===== src/rtl/bit_recovery.sv =====
// Purpose: UART receive front end. Synchronises the RX pin, finds start edges, majority-votes mid-bit samples.
// Latency: first strobe SYNC_STAGES+OVERSAMPLING+1 clock edges after the pin is first sampled low; then one per bit.
// Backpressure: none; one strobe every OVERSAMPLING clocks, and the consumer must take it on that cycle.
module bit_recovery #(
    parameter int OVERSAMPLING = 16,
    parameter int DATA_BITS    = 8,
    parameter int SYNC_STAGES  = 2
) (
    input  logic clk_i,
    input  logic rst_i,
    input  logic rx_pin_i,
    output logic rx_o,
    output logic valid_o,
    output logic busy_o
);

    localparam int PW = $clog2(OVERSAMPLING);
    localparam int BW = $clog2(DATA_BITS + 2);
    localparam int M  = OVERSAMPLING / 2;

    localparam logic [PW-1:0] PH_LO   = PW'(M - 1);
    localparam logic [PW-1:0] PH_MID  = PW'(M);
    localparam logic [PW-1:0] PH_HI   = PW'(M + 1);
    localparam logic [PW-1:0] PH_LAST = PW'(OVERSAMPLING - 1);

    // Index of the stop bit: start bit is 0 and data bits are 1..DATA_BITS.
    localparam logic [BW-1:0] STOP_IDX = BW'(DATA_BITS + 1);

    typedef enum logic {
        IDLE  = 1'b0,
        FRAME = 1'b1
    } state_t;

    state_t                 state;
    logic [PW-1:0]          phase;
    logic [BW-1:0]          bit_cnt;
    logic [SYNC_STAGES-1:0] sync_q;
    logic                   prev_q;
    logic                   line;
    logic                   fall;
    logic                   s_lo;
    logic                   s_mid;
    logic                   s_hi;
    logic                   hi_smp;
    logic                   vote;

    // Metastability synchroniser; resets to the idle (high) line level.
    always_ff @(posedge clk_i or posedge rst_i) begin
        if (rst_i) begin
            sync_q <= '1;
        end else begin
            sync_q <= {sync_q[SYNC_STAGES-2:0], rx_pin_i};
        end
    end

    assign line = sync_q[SYNC_STAGES-1];

    // Edge history tracks the synchronised line every cycle regardless of state.
    always_ff @(posedge clk_i or posedge rst_i) begin
        if (rst_i) begin
            prev_q <= 1'b1;
        end else begin
            prev_q <= line;
        end
    end

    assign fall = prev_q & ~line;

    // When the last sample phase coincides with the decision phase (OVERSAMPLING = 4)
    // the third sample is taken straight from the line instead of its register.
    assign hi_smp = (phase == PH_HI) ? line : s_hi;
    assign vote   = (s_lo & s_mid) | (s_lo & hi_smp) | (s_mid & hi_smp);

    // Frame tracking FSM: phase/bit counting, sample capture, strobe and busy generation.
    always_ff @(posedge clk_i or posedge rst_i) begin
        if (rst_i) begin
            state   <= IDLE;
            phase   <= '0;
            bit_cnt <= '0;
            s_lo    <= 1'b1;
            s_mid   <= 1'b1;
            s_hi    <= 1'b1;
            rx_o    <= 1'b0;
            valid_o <= 1'b0;
            busy_o  <= 1'b0;
        end else begin
            valid_o <= 1'b0;
            case (state)
                IDLE: begin
                    busy_o <= 1'b0;
                    if (fall) begin
                        state   <= FRAME;
                        phase   <= '0;
                        bit_cnt <= '0;
                        busy_o  <= 1'b1;
                    end
                end

                FRAME: begin
                    phase <= phase + 1'b1;
                    if (phase == PH_LO) begin
                        s_lo <= line;
                    end
                    if (phase == PH_MID) begin
                        s_mid <= line;
                    end
                    if (phase == PH_HI) begin
                        s_hi <= line;
                    end
                    if (phase == PH_LAST) begin
                        if ((bit_cnt == '0) && vote) begin
                            // Start bit voted high: treat as a glitch and drop the frame silently.
                            state  <= IDLE;
                            busy_o <= 1'b0;
                        end else begin
                            valid_o <= 1'b1;
                            rx_o    <= ~vote;
                            if (bit_cnt == STOP_IDX) begin
                                if (fall) begin
                                    // Start edge coincides with the return to idle:
                                    // begin the next frame without losing a cycle.
                                    phase   <= '0;
                                    bit_cnt <= '0;
                                end else begin
                                    state  <= IDLE;
                                    busy_o <= 1'b0;
                                end
                            end else begin
                                bit_cnt <= bit_cnt + 1'b1;
                            end
                        end
                    end
                end

                default: begin
                    state  <= IDLE;
                    busy_o <= 1'b0;
                end
            endcase
        end
    end

endmodule


===== config.mk =====
export PLATFORM = sky130hd
export DESIGN_NAME = bit_recovery
export DESIGN_NICKNAME = d
export VERILOG_FILES = /design/src/rtl/bit_recovery.sv
export SDC_FILE = /design/constraint.sdc
export NUM_CORES = 1
export LEC_CHECK = 0
export CORE_ASPECT_RATIO = 0.6
export CORE_MARGIN = 2
export CORE_UTILIZATION = 35
export CTS_BUF_LIST = sky130_fd_sc_hd__clkbuf_2
export DETAILED_ROUTE_END_ITERATION = 10
export PLACE_DENSITY = 0.63
export SYNTH_ARGS = -nofsm -noshare
export SYNTH_HDL_FRONTEND = slang
export SYNTH_SLANG_ARGS = --single-unit
export TNS_END_PERCENT = 50

===== constraint.sdc =====
create_clock -name clk_i -period 1.8 [get_ports clk_i]
set_input_delay 0.36 -clock clk_i [delete_from_list [all_inputs] [get_ports clk_i]]
set_output_delay 0.36 -clock clk_i [all_outputs]
set_load 0.02 [all_outputs]

==> results of run 1 <==
-- worst max-delay path, cell delays in order (launching register included) --
cell	delay, ps
dfrtp_1	490
inv_1	90
ha_1	210
and3b_1	190
buf_4	150
nand2_1	60
a21oi_1	80
a21oi_2	170
a21boi_2	180
-- final cells by class --
| cell class | count | share of cell area (%) |
|---|---|---|
| multi-input cells | 62 | 41.2 |
| clock buffers | 4 | 1.77 |
| repair buffers | 13 | 9.71 |
| inverters | 10 | 3.31 |
| flip-flops and latches | 18 | 40.5 |
| well taps | 32 | 3.53 |
-- metal layers --
layer	vias up	part of all wire [%]	GRT usage [%]
met4	0	0.36	1.85
met1	353	53	21.7
li1	360	-	-
met2	22	40	19.4
met5	-	0	0
met3	2	6.4	4.69
-- cell families (layout without fill, tap and decap cells) --
group | after synthesis | after routing | synth area share [%]
simple gates | 26 | 26 | 16.6
fa+ha+maj | 7 | 7 | 8.66
mux | 3 | 3 | 3.44
compound gates | 26 | 26 | 17.8
buf+inv | 14 | 27 | 6.88
flops | 18 | 18 | 46.6
-- what timing repair did --
item,CTS,global route
gates resized for setup,1,4
buffers inserted,0,1
hold buffers,0,0
pin swaps,0,3
setup endpoints to repair,1,5
-- through the flow --
stage | util [%] | cell area, µm² | hold WS [ps] | total power, µW
finish | 43.7 | 1130 | 331 | 1670
global route | 43.7 | 1130 | 352 | 1810
CTS | 43.1 | 1120 | 341 | 1650
detailed placement | 42.2 | 1090 | 349 | 1460
global placement | 42.2 | 1090 | 348 | 1440
floorplan | - | 982 | 294 | 1260
-- synth_stat cells (all sizes together) (2+ instances only) --
library cell | number | share of area, %
dfrtp | 12 | 31
dfstp | 6 | 16
nand2 | 7 | 2.7
nand4b | 2 | 1.8
nor2b | 2 | 1.3
clkbuf | 2 | 0.76
mux2 | 3 | 3.4
o211ai | 2 | 1.5
inv | 10 | 3.8
nor2 | 5 | 1.9
a21oi | 7 | 3.6
o21ai | 8 | 4.5
nand3b | 2 | 2.8
ha | 6 | 7.6
buf | 2 | 2.3
-- sequential cells by signal (all words and copies together) (netlist names) --
register / flops
phase: 4
bit_cnt: 4
s_mid: 1
state: 1
s_lo: 1
valid_o: 1
busy_o: 1
prev_q: 1
sync_q: 2
s_hi: 1
rx_o: 1
-- worst min-delay path by stage --
| stage | from | to | slack (ps) | depth (start not counted) |
|---|---|---|---|---|
| 6_report | rst_i | bit_cnt[2] | 330 | 3 |
| 5_1_grt | rst_i | bit_cnt[2] | 350 | 3 |
| 4_1_cts | rst_i | bit_cnt[2] | 340 | 3 |
| 3_5_place_dp | sync_q[0] | sync_q[1] | 350 | 0 |
| 3_3_place_gp | sync_q[0] | sync_q[1] | 350 | 0 |
| 2_1_floorplan | rst_i | bit_cnt[0] | 290 | 1 |
-- where the power goes --
group          switching [µW]  leakage, µW  internal [µW]
clock                     125    0.0000166           58.9
combinational             372     0.000287            372
sequential                166     0.000209            575
total                     662     0.000512           1010
==> results by group, run 1 <==
Status
  • Outcome: complete, no violations

Cells and area
  • Final Instance Count excl. Fillers: 139
  • Sequential cell area: 459 µm²
  • Final #Nets: 117
  • Multi-input logic area: 467 µm²
  • Most common cell after layout, fill and taps aside: dfrtp_1
  • Layout fillers: 249
  • Layout cells sized above 1: 29.0%
  • Most frequent cells in the layout: 11 x dfrtp_1, 10 x inv_1, 8 x buf_4
  • # diodes: 0
  • Area Overhead vs Synth: 15.4%

Synthesis
  • Cells after Synth: 94
  • Post-synth cell types: 36
  • Asr flop ratio synth: 100%
  • Synthesized area: 982 µm²
  • Sequential-to-total area share from yosys stat: 46.6%
  • Yosys warns: 0
  • Post-Syn Nets: 103
  • Prevailing post-synth register cell: dfrtp_1
  • Post-synth EDFFs: 0
  • Mean Syn Cell Area: 10.4 µm²
  • Seq cells post-synth: 18

Global routing
  • Largest net degree at the start of global routing: 19
  • First-pass GRT wire length: 3410 µm
  • GRT Overall Usage: 14.1%
  • Vias in the first global route: 686
  • Initial antenna violation count: 0
  • Aggregate global routing overflow: 0

Die
  • Ports: 6
  • Core Box Area: 2590 µm²
  • Die height: 45.0 µm
  • Die area: 3260 µm²
  • Rows: 14
  • Die W: 72.4 µm
  • Initial core utilization: 37.9%

Power and ir drop
  • Power density cells: 1470 nW/µm²
  • P_leak: 0.000512 µW
  • VDD IR-drop max: 586 µV

Clock network
  • H-tree level count: 1
  • Clk_lat worst skew: 310 ps
  • Clock tree buffer depth: 2
  • Clock Tree Root: clkbuf_2
  • CTS sink cnt: 18
  • Clock-pin slew on the worst setup and hold paths: 190 ps
  • CTS tree: built
  • TritonCTS Buffers: 3

Timing
  • Fin crit share: 94.0%
  • Skew final: 27.2 ps
  • Setup tns final: 0 ps
  • Worst-Margin Slew: 333 ps
  • Final Hold Vio Count: 0
  • Setup violations, final: 0
  • Final setup margin: 108 ps
  • Worst slew margin: 77.8%
  • F_max: 0.591 GHz
  • Unrepaired setup endpoints after global routing: false
  • Post-layout min period: 1690 ps
  • Max Slew Vio Count: 0

Placement
  • Port-buffer cells: 5
  • Placed insts: 134
  • Final RePlAce weighted congestion: 0.871
  • Hpwl dp: 1440 µm
  • Post-Place Worst Slack: 37.4 ps

Critical path
  • R2R Path End: busy_o
  • RR Startpoint: bit_cnt[1]
  • Critical Path AT: 1920 ps
  • Critical Path Sink: busy_o
  • Crit path kind: register to register
  • Critical path fanouts, max: 5
  • Worst EP required: 2030 ps
  • Crit. Startpoint: bit_cnt[1]
  • Startpoint types: register
  • Reg2reg setup slack: 110 ps
  • Worst reg-to-reg path cell count: 8
  • CP endpoint kind: register

Drt
  • Post-route DRC violation count: 0
  • DR WL/cell: 14.2 µm
  • DRT Wirelength: 1970 µm
  • Final ANT Viol Nets: 0
  • 1st-iter DRT viols: 65
  • Via count: 737
  • Routed vias/inst: 5.30
  • First-pass detailed-route iteration total: 4

Job
  • Max Cap Viol: 0

Min path
  • Worst Hold Class: primary input to async pin
No activity file was read; power rests on OpenSTA's default activity.
==> inputs of run 2 (changes only) <==
==> constraint.sdc (replaced) <==
create_clock -name clk_i -period 2.2 [get_ports clk_i]
set_input_delay 0.44 -clock clk_i [delete_from_list [all_inputs] [get_ports clk_i]]
set_output_delay 0.44 -clock clk_i [all_outputs]
set_load 0.02 [all_outputs]
==> results by group, run 2 (synthesis results as in run 1) <==
Clock network
  • Clock Tree Root: clkbuf_2 (unchanged)
  • CTS sink cnt: 18 (unchanged)
  • Hold_buf cts: 0 (unchanged)
  • H-tree level count: 1 (unchanged)
  • TritonCTS Buffers: 3 (unchanged)
  • Clock-pin slew on the worst setup and hold paths: 180 ps (was 190 ps)
  • CTS-repair resized insts: 0 (was 1)
  • Post-CTS setup buffer count: 0 (unchanged)
  • Clock tree buffer depth: 2 (unchanged)
  • CTS tree: built (unchanged)
  • Clk_lat worst skew: 320 ps (was 310 ps)

Global routing
  • First-pass GRT wire length: 3260 µm (was 3410 µm)
  • Initial antenna violation count: 0 (unchanged)
  • Vias in the first global route: 646 (was 686)
  • GRT Overall Usage: 13.7% (was 14.1%)
  • Aggregate global routing overflow: 0 (unchanged)
  • Largest net degree at the start of global routing: 19 (unchanged)

Cells and area
  • # diodes: 0 (unchanged)
  • Largest regs: bit_cnt x4, phase x4, sync_q x2 (unchanged)
  • Layout fillers: 258 (was 249)
  • Final Instance Count excl. Fillers: 132 (was 139)
  • Final #Nets: 110 (was 117)
  • Most common cell after layout, fill and taps aside: dfrtp_1 (unchanged)
  • Most frequent cells in the layout: 12 x dfrtp_1, 10 x inv_1, 7 x nand2_1, 7 x a21oi_1 (was 11 x dfrtp_1, 10 x inv_1, 8 x buf_4)
  • Layout cells sized above 1: 19.0% (was 29.0%)
  • Area Overhead vs Synth: 8.79% (was 15.4%)

Timing
  • Max Slew Vio Count: 0 (unchanged)
  • Fin crit share: 84.3% (was 94.0%)
  • Setup tns final: 0 ps (unchanged)
  • Unrepaired setup endpoints after global routing: false (unchanged)
  • Setup violations, final: 0 (unchanged)
  • Skew final: 16.6 ps (was 27.2 ps)
  • Post-layout min period: 1850 ps (was 1690 ps)
  • Worst-Margin Slew: 670 ps (was 333 ps)
  • F_max: 0.539 GHz (was 0.591 GHz)
  • Worst slew margin: 55.3% (was 77.8%)
  • Final Hold Vio Count: 0 (unchanged)

Power and ir drop
  • VDD IR-drop max: 445 µV (was 586 µV)
  • Pwr Total: 1300 µW (was 1670 µW)
  • Power density cells: 1220 nW/µm² (was 1470 nW/µm²)
  • P_leak: 0.000477 µW (was 0.000512 µW)

Placement
  • Final RePlAce weighted congestion: 0.899 (was 0.871)
  • Port-buffer cells: 5 (unchanged)
  • Hpwl dp: 1360 µm (was 1440 µm)
  • Placed insts: 128 (was 134)

Critical path
  • CP endpoint kind: register (unchanged)
  • Worst EP required: 2440 ps (was 2030 ps)
  • Reg2reg setup slack: 350 ps (was 110 ps)
  • Critical Path AT: 2090 ps (was 1920 ps)
  • Crit path kind: register to register (unchanged)
  • Crit path largest cell delay: 440 ps (was 490 ps)
  • Crit-path cells: inv_1 > ha_1 > and4b_1 > a221oi_2 > o21ai_2 > or3_1 > o21ai_1 (was inv_1 > ha_1 > and3b_1 > buf_4 > nand2_1 > a21oi_1 > a21oi_2 > a21boi_2)
  • Startpoint types: register (unchanged)
  • Crit-path slowest cell: dfrtp_1 (unchanged)
  • Critical path fanouts, max: 7 (was 5)

Die
  • Core Box Area: 2590 µm² (unchanged)
  • Die height: 45.0 µm (unchanged)
  • Initial core utilization: 37.9% (unchanged)
  • Die area: 3260 µm² (unchanged)
  • Ports: 6 (unchanged)
  • Rows: 14 (unchanged)
  • Die W: 72.4 µm (unchanged)

Drt
  • First-pass detailed-route iteration total: 4 (unchanged)
  • Final ANT Viol Nets: 0 (unchanged)
  • DR WL/cell: 14.1 µm (was 14.2 µm)
  • 1st-iter DRT viols: 40 (was 65)
  • Post-route DRC violation count: 0 (unchanged)
  • Routed vias/inst: 5.37 (was 5.30)
  • Via count: 709 (was 737)
  • DRT Wirelength: 1870 µm (was 1970 µm)

Min path
  • Worst Hold Class: register to register (was primary input to async pin)

Status
  • Outcome: complete, no violations (unchanged)

Job
  • Max Cap Viol: 0 (unchanged)
==> run 2: cell types whose count changed in the layout (fill, tap and decap cells not counted) <==
| cell | before | now |
|---|---|---|
| a21boi_2 | 1 | 0 |
| dfrtp_1 | 11 | 12 |
| dfrtp_2 | 1 | 0 |
| clkbuf_2 | 4 | 3 |
| o21ai_1 | 3 | 2 |
| ha_1 | 5 | 6 |
| a21oi_2 | 1 | 0 |
| a21boi_1 | 0 | 1 |
| o21ai_0 | 4 | 5 |
| ha_2 | 1 | 0 |
| clkinv_1 | 0 | 1 |
| a21oi_1 | 6 | 7 |
| buf_4 | 8 | 1 |
==> run 2: per-stage QoR <==
step / util, % / hold slack (ps) / area [µm²] / setup slack (ps)
2_1_floorplan: - / 345 / 982 / 567
3_3_place_gp: 40.5 / 346 / 1050 / 457
3_5_place_dp: 40.5 / 348 / 1050 / 388
4_1_cts: 41.2 / 372 / 1070 / 341
5_1_grt: 41.2 / 384 / 1070 / 191
6_report: 41.2 / 374 / 1070 / 346
==> run 2: path summary, 6_finish.rpt <==
| check | startpoint | endpoint | cells after the start |
|---|---|---|---|
| worst max-delay path | phase[1] | bit_cnt[0] | 7 |
| max in group asynchronous | rst_i | bit_cnt[0] | 2 |
| worst max register to register | phase[1] | bit_cnt[0] | 7 |
| worst min register to register | sync_q[0] | sync_q[1] | 0 |
| min in group asynchronous | rst_i | busy_o | 2 |
| worst min-delay path | sync_q[0] | sync_q[1] | 0 |
==> run 2: cell type report <==
cell class / count / area (µm²) / share of cell area (%)
Timing Repair Buffer: 6 / 57.6 / 5.39
Inverter: 10 / 37.5 / 3.51
Sequential cell: 18 / 458 / 42.9
Clock buffer: 3 / 15.0 / 1.41
Multi-Input combinational cell: 62 / 457 / 42.7
Clock inverter: 1 / 3.75 / 0.351
Tap cell: 32 / 40.0 / 3.75
==> run 2: worst max-delay path: cells and delay by family (launching register included) <==
family	cells	cell delay, ps
adders and majority gates	1	230
and+or+nand+nor	2	530
DFF	1	440
AOI/OAI and AO/OA	3	480
buffers and inverters	1	90
==> run 2: routing by layer <==
layer | up-vias | global-route usage [%] | part of all wire [%] | routed length, µm
li1 | 350 | - | - | -
met1 | 337 | 21.2 | 53 | 998
met2 | 18 | 17.4 | 39 | 727
met3 | 4 | 5.36 | 6.9 | 128
met4 | 0 | 3.33 | 0.64 | 12
met5 | - | 0 | 0 | 0
==> run 2: power breakdown <==
group	internal (µW)	switching (µW)	total (µW)
logic	260	263	522
registers	468	168	636
clock network	39.5	107	146
